===== config.mk =====
export PLATFORM = sky130hd
export DESIGN_NAME = risc_v_alu_arb
export DESIGN_NICKNAME = d
export VERILOG_FILES = /design/src/rtl/risc_v_pkg.sv /design/src/rtl/risc_v_alu.sv /design/src/rtl/risc_v_alu_arb.sv
export SDC_FILE = /design/constraint.sdc
export NUM_CORES = 1
export LEC_CHECK = 0
export BUFFER_PORTS_ARGS = -buffer_cell sky130_fd_sc_hd__buf_2
export CAP_MARGIN = 0
export CORE_MARGIN = 2
export CORE_UTILIZATION = 47
export CTS_BUF_LIST = sky130_fd_sc_hd__clkbuf_4 sky130_fd_sc_hd__clkbuf_8
export DETAILED_ROUTE_END_ITERATION = 12
export PLACE_DENSITY = 0.7
export SLEW_MARGIN = 25
export SYNTH_ARGS = -nofsm -noshare
export SYNTH_HDL_FRONTEND = slang
export SYNTH_SLANG_ARGS = --single-unit

===== constraint.sdc =====
create_clock -name sys_clk -period 9.6 [get_ports sys_clk]
set_clock_uncertainty 0.1 [all_clocks]
set_input_delay 0.48 -clock sys_clk [delete_from_list [all_inputs] [get_ports sys_clk]]
set_output_delay 0.48 -clock sys_clk [all_outputs]
set_load 0.02 [all_outputs]

===== src/rtl/risc_v_pkg.sv =====
// Shared definitions for the two-port ALU arbiter: opcode constants,
// FSM state encoding and an opcode legality helper.
package risc_v_pkg;

  localparam logic [3:0] ALU_AND = 4'b0000;
  localparam logic [3:0] ALU_OR  = 4'b0001;
  localparam logic [3:0] ALU_ADD = 4'b0010;
  localparam logic [3:0] ALU_SUB = 4'b0110;
  localparam logic [3:0] ALU_SLT = 4'b0111;
  localparam logic [3:0] ALU_NOR = 4'b1100;

  // IDLE: result register empty, HOLD: result register full
  typedef enum logic [0:0] {
    ST_IDLE = 1'b0,
    ST_HOLD = 1'b1
  } arb_state_t;

  // Returns 1 when the opcode belongs to the supported set
  function automatic logic is_legal_op(input logic [3:0] op);
    logic legal;
    case (op)
      ALU_AND, ALU_OR, ALU_ADD, ALU_SUB, ALU_SLT, ALU_NOR: legal = 1'b1;
      default:                                              legal = 1'b0;
    endcase
    return legal;
  endfunction

endpackage


===== src/rtl/risc_v_alu.sv =====
// Purely combinational ALU. Unknown opcodes produce a zero result and
// raise the illegal flag.
module risc_v_alu
  import risc_v_pkg::*;
#(
  parameter int DATA_W = 64
) (
  input  logic [3:0]        alu_ctl,
  input  logic [DATA_W-1:0] alu_a,
  input  logic [DATA_W-1:0] alu_b,
  output logic [DATA_W-1:0] alu_result,
  output logic              alu_zero,
  output logic              alu_illegal
);

  logic [DATA_W-1:0] result_s;

  // Opcode decode; arithmetic wraps modulo 2^DATA_W, SLT compares unsigned
  always_comb begin
    result_s = {DATA_W{1'b0}};
    case (alu_ctl)
      ALU_AND: result_s = alu_a & alu_b;
      ALU_OR:  result_s = alu_a | alu_b;
      ALU_ADD: result_s = alu_a + alu_b;
      ALU_SUB: result_s = alu_a - alu_b;
      ALU_SLT: result_s = {{(DATA_W-1){1'b0}}, (alu_a < alu_b)};
      ALU_NOR: result_s = ~(alu_a | alu_b);
      default: result_s = {DATA_W{1'b0}};
    endcase
  end

  assign alu_result  = result_s;
  assign alu_zero    = (result_s == {DATA_W{1'b0}});
  assign alu_illegal = ~is_legal_op(alu_ctl);

endmodule


===== src/rtl/risc_v_alu_arb.sv =====
// Two-requester round-robin arbiter in front of a shared ALU with a
// single-entry result register and per-port saturating grant counters.
module risc_v_alu_arb
  import risc_v_pkg::*;
#(
  parameter int DATA_W = 64,
  parameter int CNT_W  = 16
) (
  input  logic              sys_clk,
  input  logic              sys_rst,
  input  logic              req0_valid,
  output logic              req0_ready,
  input  logic [3:0]        req0_ctl,
  input  logic [DATA_W-1:0] req0_a,
  input  logic [DATA_W-1:0] req0_b,
  input  logic              req1_valid,
  output logic              req1_ready,
  input  logic [3:0]        req1_ctl,
  input  logic [DATA_W-1:0] req1_a,
  input  logic [DATA_W-1:0] req1_b,
  output logic              resp_valid,
  input  logic              resp_ready,
  output logic              resp_port,
  output logic [DATA_W-1:0] resp_data,
  output logic              resp_zero,
  output logic              resp_illegal,
  output logic [CNT_W-1:0]  grant_cnt0,
  output logic [CNT_W-1:0]  grant_cnt1
);

  localparam logic [CNT_W-1:0] CNT_MAX = {CNT_W{1'b1}};
  localparam logic [CNT_W-1:0] CNT_ONE = {{(CNT_W-1){1'b0}}, 1'b1};

  arb_state_t        state_q, state_d;
  logic              rr_q, rr_d;
  logic              resp_port_q, resp_port_d;
  logic [DATA_W-1:0] resp_data_q, resp_data_d;
  logic              resp_zero_q, resp_zero_d;
  logic              resp_illegal_q, resp_illegal_d;
  logic [CNT_W-1:0]  grant_cnt0_q, grant_cnt0_d;
  logic [CNT_W-1:0]  grant_cnt1_q, grant_cnt1_d;

  logic              accept_s;
  logic              sel_port_s;
  logic              grant_s;
  logic [3:0]        op_ctl_s;
  logic [DATA_W-1:0] op_a_s;
  logic [DATA_W-1:0] op_b_s;
  logic [DATA_W-1:0] alu_result_s;
  logic              alu_zero_s;
  logic              alu_illegal_s;

  // Grant selection: decided only from valids, rr, state and resp_ready,
  // never from the operation payload. Reset forces both readies low.
  always_comb begin
    accept_s = (state_q == ST_IDLE) || resp_ready;
    if (req0_valid && req1_valid) begin
      sel_port_s = rr_q;
    end else if (req1_valid) begin
      sel_port_s = 1'b1;
    end else begin
      sel_port_s = 1'b0;
    end
    grant_s = accept_s && (req0_valid || req1_valid) && !sys_rst;
  end

  assign req0_ready = grant_s && !sel_port_s;
  assign req1_ready = grant_s && sel_port_s;

  // Operand mux feeding the shared ALU
  always_comb begin
    if (sel_port_s) begin
      op_ctl_s = req1_ctl;
      op_a_s   = req1_a;
      op_b_s   = req1_b;
    end else begin
      op_ctl_s = req0_ctl;
      op_a_s   = req0_a;
      op_b_s   = req0_b;
    end
  end

  risc_v_alu #(
    .DATA_W (DATA_W)
  ) u_alu (
    .alu_ctl     (op_ctl_s),
    .alu_a       (op_a_s),
    .alu_b       (op_b_s),
    .alu_result  (alu_result_s),
    .alu_zero    (alu_zero_s),
    .alu_illegal (alu_illegal_s)
  );

  // Next-state logic for the result FSM, round-robin pointer and counters
  always_comb begin
    state_d        = state_q;
    rr_d           = rr_q;
    resp_port_d    = resp_port_q;
    resp_data_d    = resp_data_q;
    resp_zero_d    = resp_zero_q;
    resp_illegal_d = resp_illegal_q;
    grant_cnt0_d   = grant_cnt0_q;
    grant_cnt1_d   = grant_cnt1_q;

    case (state_q)
      ST_IDLE: begin
        if (grant_s) begin
          state_d = ST_HOLD;
        end else begin
          state_d = ST_IDLE;
        end
      end
      ST_HOLD: begin
        if (resp_ready && !grant_s) begin
          state_d = ST_IDLE;
        end else begin
          state_d = ST_HOLD;
        end
      end
      default: state_d = ST_IDLE;
    endcase

    if (grant_s) begin
      rr_d           = ~sel_port_s;
      resp_port_d    = sel_port_s;
      resp_data_d    = alu_result_s;
      resp_zero_d    = alu_zero_s;
      resp_illegal_d = alu_illegal_s;
      if (!sel_port_s && (grant_cnt0_q != CNT_MAX)) begin
        grant_cnt0_d = grant_cnt0_q + CNT_ONE;
      end else begin
        grant_cnt0_d = grant_cnt0_q;
      end
      if (sel_port_s && (grant_cnt1_q != CNT_MAX)) begin
        grant_cnt1_d = grant_cnt1_q + CNT_ONE;
      end else begin
        grant_cnt1_d = grant_cnt1_q;
      end
    end else begin
      rr_d = rr_q;
    end
  end

  // FSM and result register; asynchronous reset discards any pending result
  always_ff @(posedge sys_clk or posedge sys_rst) begin
    if (sys_rst) begin
      state_q        <= ST_IDLE;
      rr_q           <= 1'b0;
      resp_port_q    <= 1'b0;
      resp_data_q    <= {DATA_W{1'b0}};
      resp_zero_q    <= 1'b0;
      resp_illegal_q <= 1'b0;
      grant_cnt0_q   <= {CNT_W{1'b0}};
      grant_cnt1_q   <= {CNT_W{1'b0}};
    end else begin
      state_q        <= state_d;
      rr_q           <= rr_d;
      resp_port_q    <= resp_port_d;
      resp_data_q    <= resp_data_d;
      resp_zero_q    <= resp_zero_d;
      resp_illegal_q <= resp_illegal_d;
      grant_cnt0_q   <= grant_cnt0_d;
      grant_cnt1_q   <= grant_cnt1_d;
    end
  end

  assign resp_valid   = (state_q == ST_HOLD);
  assign resp_port    = resp_port_q;
  assign resp_data    = resp_data_q;
  assign resp_zero    = resp_zero_q;
  assign resp_illegal = resp_illegal_q;
  assign grant_cnt0   = grant_cnt0_q;
  assign grant_cnt1   = grant_cnt1_q;

endmodule


After elaboration in Yosys (flattened, before gate mapping)
Index checks and enable logic that the tools add are counted.

word-level totals
  memory bits (read-only) = 0
  word-level logic and storage cells = 54
  bits in latches = 0
  output and inout port bits = 102
  memory bits (writable) = 0
  register bits = 101
  input bits = 269
  memories = 0

cells by class
  divide/modulo/power cells = 0
  reduce and logical (&&, ||, !) cells = 18
  mux-type cells = 10
  multiply operators = 0
  bitwise gates (word level) = 6
  $lt $le $gt $ge = 1
  equal/unequal tests = 7
  shifts and indexed selects = 0
  add/subtract/negate cells = 4

operator list
  operator                                             number
  case mux 64 bit (6 select lines)                     1
  two-way mux 64 bit                                   2
  adder 64 bit                                         1
  AND 64 bit                                           1
  logical NOT 64 bit                                   1
  < comparator 64 bit                                  1
  NOT 64 bit                                           1
  bitwise OR 64 bit                                    1
  subtractor 64 bit                                    1
  adder 16 x 1 -> 16 bit, second input constant        2
  != test 16 bit, second input constant                2
  equality test 4 x 3 -> 1 bit, second input constant  2
  logical AND 1 bit                                    8
  OR reduction 6 bit                                   1
  two-way mux 1 bit                                    5
  equality test 4 x 1 -> 1 bit, second input constant  1
  equality test 4 x 2 -> 1 bit, second input constant  1
  equality test 4 bit, second input constant           1
  logical NOT 4 bit                                    1
  two-way mux 4 bit                                    1
  AND reduction 2 bit                                  2
  logical NOT 1 bit                                    3
  NOT 1 bit                                            3
  logical OR 1 bit                                     2
  case mux 1 bit (2 select lines)                      1

Longest topological paths before layout
Gate-level depths: netlist of the first run.

  depth in word-level cells = 8
  depth in mapped cells = 24
  mapped depth without buffers = 20

By module
From an unflattened synthesis of the first run, not the netlist that was laid out.

unflattened totals
  cells, all modules = 2257
  area total of the unflattened synthesis = 17555.6 sq um

by module, submodules not included
  module          cells an instance  times used  area each (sq um)  sequential area each (sq um)
  risc_v_alu      1810               1           11715.0            0.0
  risc_v_alu_arb  447                1           5840.6             2527.4

Worst setup path before layout of the first run
Ideal clock, no wire load.

  path kind = in2reg
  from = input port req0_valid
  to = register resp_zero_q (netlist: resp_zero)
  library setup time = 0.066 ns
  buffers on the path = 3
  setup slack = 3.458 ns
  arrival time = 5.976 ns
  data required time = 9.434 ns
  stages on the path = 22
  cells stage by stage = nand2b_1 > buf_2 > nand2_1 > clkbuf_1 > clkbuf_1 > mux2i_1 > inv_1 > ha_1 > fa_1 > a21o_1 > a221o_2 > a2111oi_4 > a211oi_4 > o2111ai_2 > o311ai_4 > mux2i_1 > a211oi_1 > o211ai_1 > a2111o_1 > or4_1 > nor4_1 > a22o_1

on the way
  word-level cells in the longest chain between the ends = 7
  elaborated cells on any way between the ends = 22
  classes of those cells = 2 x add/sub; 1 x order compare; 5 x eq/ne; 5 x mux; 3 x bitwise; 6 x reduce/logical

RTL lines
  element                                                                    line                   source
  start, declared                                                            risc_v_alu_arb.sv:11   input logic req0_valid,
  parallel branches: the longest is 7 deep, another holds subtractor 64 bit  --
  end signal, assigned                                                       risc_v_alu_arb.sv:160  resp_zero_q <= resp_zero_d;
  end, declared                                                              risc_v_alu_arb.sv:38   logic resp_zero_q, resp_zero_d;

Several ways; the timed one is not identified.
A chain may end at the register's enable or synchronous reset.

Worst setup path after layout of the first run
  from = register rr_q
  to = register resp_zero_q (netlist: resp_zero)

on the way
  word-level cells in the longest chain between the ends = 6
  elaborated cells on any way between the ends = 18
  classes of those cells = 2 x add/sub; 1 x order compare; 5 x eq/ne; 5 x mux; 3 x bitwise; 2 x reduce/logical

RTL lines
  element                                                                    line                   source
  start, declared                                                            risc_v_alu_arb.sv:35   logic rr_q, rr_d;
  start signal, assigned                                                     risc_v_alu_arb.sv:157  rr_q <= rr_d;
  two-way mux 1 bit *                                                        risc_v_alu_arb.sv:57   if (req0_valid && req1_valid) begin
  parallel branches: the longest is 3 deep, another holds subtractor 64 bit  --
  case mux 64 bit (6 select lines) *                                         risc_v_alu.sv:21       case (alu_ctl)
  logical NOT 64 bit *                                                       risc_v_alu.sv:33       assign alu_zero = (result_s == {DATA_W{1'b0}});

Mark *: on every way between the ends.

==> results of run 1 <==
worst max-delay path, stage by stage, from the launching register on:
cell and delay [ns]:
dfrtp_1 0.42, nand2b_1 0.46, nand2_4 0.79, buf_4 0.55
mux2i_1 0.31, inv_1 0.09, ha_1 0.39, and3_1 0.26
a221o_2 0.47, a211oi_2 0.34, nor3_1 0.20, or2_2 0.39
mux2i_1 0.13, nor4_1 0.60, nand4_1 0.15, a2111oi_0 0.81
and4b_1 0.39, nand4_1 0.13, nor4_1 0.48, a22o_1 0.20
power groups by stage:
stage	Sequential, mW	Clock (mW)	Combinational, mW
final	0.557	0.346	2.05
after detailed placement	0.565	0	1.97
after floorplan	0.641	0	1.25
after global routing	0.567	0.357	2.19
after global placement	0.561	0	1.96
after CTS	0.556	0.343	1.98
per-stage QoR:
stage               total power, mW  hold slack [ns]
global route                   3.12            0.274
detailed placement             2.53            0.358
finish                         2.95            0.269
floorplan                      1.89            0.380
CTS                            2.88            0.229
global placement               2.53            0.357
cell usage after synthesis, drive strengths merged, types with 19 or more instances:
| cell | number |
|---|---|
| nand4 | 36 |
| a22oi | 34 |
| nor2b | 33 |
| nand2 | 474 |
| o31ai | 27 |
| o21bai | 19 |
| a31oi | 23 |
| mux2i | 58 |
| and3 | 23 |
| clkbuf | 102 |
| o21ai | 176 |
| xor2 | 24 |
| or3 | 30 |
| a211oi | 29 |
| dfrtp | 101 |
| ha | 198 |
| o21a | 23 |
| nand3 | 56 |
| nand2b | 33 |
| o211ai | 20 |
| a221oi | 49 |
| nor3 | 61 |
| buf | 36 |
| nor2 | 208 |
| a21oi | 178 |
| nor4 | 24 |
| a21o | 43 |
| xnor2 | 43 |
| inv | 185 |
registers in the layout, summed over array words and instances (netlist names):
register / cells
grant_cnt0: 16
grant_cnt1: 16
resp_data: 64
resp_illegal: 1
resp_port: 1
resp_valid: 1
resp_zero: 1
rr_q: 1
cells by family (layout without fill, tap and decap cells):
kind of cell	after synthesis	in the layout	synth area share, %
and+or+nand+nor	1040	1040	27.0
AOI/OAI and AO/OA	790	790	31.0
buffers and inverters	323	592	7.08
adders and majority gates	200	200	14.0
DFF	101	101	14.0
xor gates and xnor gates	67	67	3.26
muxes	64	64	3.60
other	0	3	0
layout make-up:
cell class | count | area share (%)
Clock buffer | 9 | 0.608
Clock inverter | 7 | 0.412
Multi-Input combinational cell | 2161 | 70.1
Timing Repair Buffer | 391 | 9.88
Sequential cell | 101 | 12.4
Antenna cell | 3 | 0.0369
Tap cell | 511 | 3.14
Inverter | 185 | 3.42
metal layers:
layer	wire (um)	vias to the layer above	share of wire [%]	global-route usage [%]
met5	0	-	0	0
met4	3950	0	4.8	20.2
met3	7560	229	9.2	6.50
met2	36400	1272	44	63.3
met1	34000	10300	42	51.6
li1	-	9853	-	-
worst max-delay path by stage:
stage	end	from	cells past startpoint
floorplan	resp_zero	req0_valid	22
global placement	resp_zero	req0_valid	20
detailed placement	resp_zero	req0_valid	20
CTS	resp_zero	rr_q	19
global route	resp_zero	rr_q	19
finish	resp_zero	rr_q	19
what timing repair did:
| action | in CTS | in global routing |
|---|---|---|
| hold buffers | 1 | 0 |
| setup buffers | 0 | 0 |
| endpoints found under the setup margin | 0 | 0 |
| endpoints found under the hold margin | 4 | 0 |
==> impl_metrics.yaml, run 1 <==
outcome:
  status: "complete, no violations"
placed_design:
  dp_hpwl_um: 64600
  port_buffers: 370
  pre_cts_ws_ns: 2.06
  gp_congestion: 1.06
  dpl.cell_count: 3348
  place_area_sq_um: 20100
floorplanning:
  core-area_sq_um: 37700
  ios: 371
  initial_core_util_pct: 47.8
  rows: 71
  die_w_um: 200
  die_h_um: 200
  die_area_sq_um: 39900
timing:
  setup_violations: 0
  layout_setup_ws_ns: 1.84
  tns_ns: 0
  tightest_slew_ns: 1.05
  post-route-period-util_pct: 80.8
  max_clock_freq_ghz: 0.129
  rsz0062_at_grt: "no"
  fin_crit_ns: 7.76
  hold_viol: 0
  maxSlewHeadroom_pct: 29.5
  drv_slew: 0
cts:
  ctsResizeCount: 0
  cts_made_buffers: 9
  clock-root-buffer: "clkbuf_8"
  tritoncts: "yes"
  clk_path_buf_depth: 2
  cts_max_level: 3
  clk_pin_slew_worst_paths_ns: 0.14
  clkSinkCount: 101
  clock_insertion_delay_worst_skew_ns: 0.47
logic_synthesis:
  synth_seq_area_share_pct: 14.0
  ys.flop_type: "dfrtp_1"
  avgSynthCellArea_sq_um: 6.97
  async_flop_share_pct: 100
  synth_fp_nets: 3054
  yosysTopAreaCell: "dfrtp_1"
  synth_cell_type_count: 113
  netlist_area_sq_um: 18000
  yosys_warnings: 0
  syn_inst: 2585
  synth_top_area_share_pct: 14.0
  synthTopCellsByArea: "dfrtp_1 14%, ha_1 14%, nand2_1 9.8%"
  synth-seq-cells: 101
  synth_edf_count: 0
layout:
  stdcell_area_sq_um: 20400
  regArea_sq_um: 2530
  final_cell_mix: "469 x nand2_1, 370 x buf_2, 207 x nor2_1"
  fin_cells: 3368
  multi_input_area_sq_um: 14300
  drive_gt1_share_pct: 17.4
  final_common_cell: "nand2_1"
  area_growth_pct: 13.1
  fill_cells: 3806
  fin_nets: 3318
  fin_util_pct: 54.1
setup_path:
  required_ns: 9.90
  cp.arrival_ns: 8.05
  cp-start-kind: "register"
  reg2reg_from: "rr_q"
  path_class: "register to register"
  crit_fanout: 59
  r2r-end: "resp_zero"
  ff2ff_setup_slack_ns: 1.84
  r2r_cells: 19
  end_kind: "register"
routing:
  via_count: 21700
  drc: 0
  first_pass_iters: 6
  drt_first_iter_violations: 2288
  ant_nets: 0
  routed_wl_um: 82000
  vias_per_cell: 6.43
  wire_per_inst_um: 24.3
flow_run:
  maxCapViolations: 0
power_and_ir_drop:
  power.internal_mw: 1.27
  pwr-share-clk_pct: 11.7
  p_per_area_nw_per_um2: 145
  p_seq_share_pct: 18.9
  power_frac_comb_pct: 69.4
  p_sw_mw: 1.68
  cellLeakagePower_nw: 10.1
  p_sw_share_pct: 56.9
  ir_worst_vdd_v: 0.0000759
global_route:
  grt_max_degree: 67
  grt_util_all_layers_pct: 39.6
  grt_pass1_vias: 20600
  antenna_found_initial: 4
  overflow: 0
  grt_pass1_wl_um: 121000
worst_hold_path:
  holdPathStages: 3
  min_to: "resp_valid"
  hp-class: "input pin to register"
  min_from: "resp_ready"
Power figures use the tool's default switching activity.
==> inputs of run 2 (changes only) <==
- PLACE_DENSITY: 0.7 -> 0.73
- clock period: 9.6 -> 6.45 ns (I/O delays scaled with it)
==> run 2 against run 1 <==
- flip-flop and latch count unchanged
- via count increased by 0.69%
- first-iteration DRC count increased by 14%
- cell count increased by 1.8%
- clock power increased by 42%
- sequential share of layout area decreased by 0.36 points
- sequential power increased by 48%
- count of clock-buffer cells in the layout unchanged
- power increased by 51%
- largest power group unchanged
- highest routed layer unchanged
==> impl_metrics.yaml, run 2 (same netlist as run 1, synthesis figures left out) <==
cts:
  clk_path_buf_depth: 2
  clock_insertion_delay_worst_skew_ns: 0.47
  cts_made_buffers: 9
  clk_pin_slew_worst_paths_ns: 0.15
  tritoncts: "yes"
  post_cts_buffers: 0
  clkSinkCount: 101
  cts_max_level: 3
  clock-root-buffer: "clkbuf_8"
routing:
  first_pass_iters: 8
  routed_wl_um: 81500
  highest_layer: "met4"
  dr_wl_met2_um: 35600
  drt-met1-wl_um: 33000
  drt_first_iter_violations: 2606
  via_count: 21800
  drc: 0
  wire_per_inst_um: 23.8
  ant_nets: 0
  vias_per_cell: 6.36
  met3_length_um: 7950
floorplanning:
  ios: 371
  die_w_um: 200
  die_h_um: 200
  die_area_sq_um: 39900
  initial_core_util_pct: 47.8
  core-area_sq_um: 37700
  rows: 71
global_route:
  overflow: 0
  grt_util_all_layers_pct: 39.9
  antenna_found_initial: 2
  grt_pass1_vias: 20700
  grt_pass1_wl_um: 121000
  grt_max_degree: 76
setup_path:
  slowest_stage: "a211oi_4"
  path_cells: "nand2b_1 -> nand2_8 -> buf_4 -> buf_4 -> mux2i_1 -> inv_1 -> ha_1 -> buf_4 -> nand2_1 -> o221ai_1 -> nand3_1 -> a211oi_4 -> o211ai_1 -> o21ai_2 -> a21oi_1 -> xor2_1 -> a221oi_2 -> nand4_1 -> or4_1 -> nor4_1 -> a22o_1"
  required_ns: 6.78
  critPathMaxStageDelay_ns: 0.56
  r2r_cells: 21
  crit_fanout: 18
  crit_cells: 21
  cp-start-kind: "register"
  path_buf_inv: 4
  path_class: "register to register"
  cp_top_family: "compound AO/OA/AOI/OAI gates"
  cp.arrival_ns: 6.63
  cp_common_cell: "buf_4"
  end_kind: "register"
power_and_ir_drop:
  power.internal_mw: 1.97
  power_frac_comb_pct: 70.5
  pwr-share-clk_pct: 11.0
  ir_worst_vdd_v: 0.000110
  cellLeakagePower_nw: 10.5
  p_sw_mw: 2.49
  p_seq_share_pct: 18.5
  p_per_area_nw_per_um2: 213
  p_sw_share_pct: 55.9
timing:
  rsz0062_at_grt: "no"
  hold_viol: 0
  tightest_slew_ns: 1.11
  tns_ns: 0
  fin_crit_ns: 6.30
  setup_violations: 0
  post-route-period-util_pct: 97.7
  drv_slew: 0
  layout_setup_ws_ns: 0.151
  max_clock_freq_ghz: 0.159
  maxSlewHeadroom_pct: 25.9
placed_design:
  dp_hpwl_um: 65400
  pre_cts_ws_ns: 0.0620
  gp_congestion: 1.10
  port_buffers: 370
layout:
  drive_gt1_share_pct: 19.4
  area_growth_pct: 16.4
  final_cell_mix: "469 x nand2_1, 370 x buf_2, 207 x nor2_1"
  fill_cells: 3714
  final_common_cell: "nand2_1"
  fin_nets: 3381
  largest_reg_flops: 64
worst_hold_path:
  holdPathStages: 3
  hp-class: "input pin to register"
outcome:
  status: "complete, no violations"
flow_run:
  maxCapViolations: 0
## run 2: cell type report
cell class | count | area (sq um) | share of cell area [%]
Tap cell | 511 | 639 | 3.05
Sequential cell | 101 | 2530 | 12.1
Timing Repair Buffer | 454 | 2570 | 12.3
Clock buffer | 9 | 124 | 0.591
Clock inverter | 7 | 86.3 | 0.412
Multi-Input combinational cell | 2161 | 14300 | 68.3
Inverter | 185 | 697 | 3.32
Antenna cell | 1 | 2.50 | 0.0119
## run 2: metal layers
| layer | vias up | track usage [%] |
|---|---|---|
| li1 | 9985 | - |
| met1 | 10200 | 51.6 |
| met2 | 1331 | 62.7 |
| met3 | 265 | 6.89 |
| met5 | - | 0 |
| met4 | 0 | 22.6 |
## run 2: final timing paths
kind                               start            end  slack, ns
min                           resp_ready     resp_valid       0.11
min reg2reg                resp_data[14]  resp_data[14]       0.39
max                                 rr_q      resp_zero       0.15
max reg2reg                         rr_q      resp_zero       0.15
max in group asynchronous        sys_rst  resp_data[24]       4.81
min in group asynchronous        sys_rst   resp_data[7]       0.31
## run 2: power groups by stage
stage	clock, mW	sequential (mW)	combinational, mW
floorplan	0	0.953	1.87
global placement	0	0.829	3.00
detailed placement	0	0.833	3.02
CTS	0.496	0.821	3.04
global route	0.512	0.837	3.37
finish	0.490	0.824	3.14
## run 2: worst register-to-register path, stage by stage (launching register included)
cell and delay [ns]:
dfrtp_1 0.41, nand2b_1 0.24, nand2_8 0.22, buf_4 0.22, buf_4 0.16, mux2i_1 0.25, inv_1 0.09, ha_1 0.35
buf_4 0.23, nand2_1 0.14, o221ai_1 0.28, nand3_1 0.20, a211oi_4 0.56, o211ai_1 0.28, o21ai_2 0.37, a21oi_1 0.16
xor2_1 0.18, a221oi_2 0.50, nand4_1 0.19, or4_1 0.51, nor4_1 0.44, a22o_1 0.19
## run 2: metrics by stage
step	area [sq um]	power [mW]	std cells	hold slack, ns	util [%]
final	21000	4.46	3429	0.107	55.7
after global routing	21000	4.72	3428	0.100	55.7
after CTS	20900	4.36	3428	0.0896	55.5
after detailed placement	20700	3.85	3411	0.247	54.9
after global placement	20700	3.83	3410	0.237	54.9
after floorplan	18000	2.82	2585	0.380	-
## run 2: what timing repair did
action | 4_1_cts | 5_1_grt
setup endpoints to repair | 0 | 1
hold buffers | 1 | 0
resized for setup | 0 | 10
hold endpoints to repair | 26 | 0
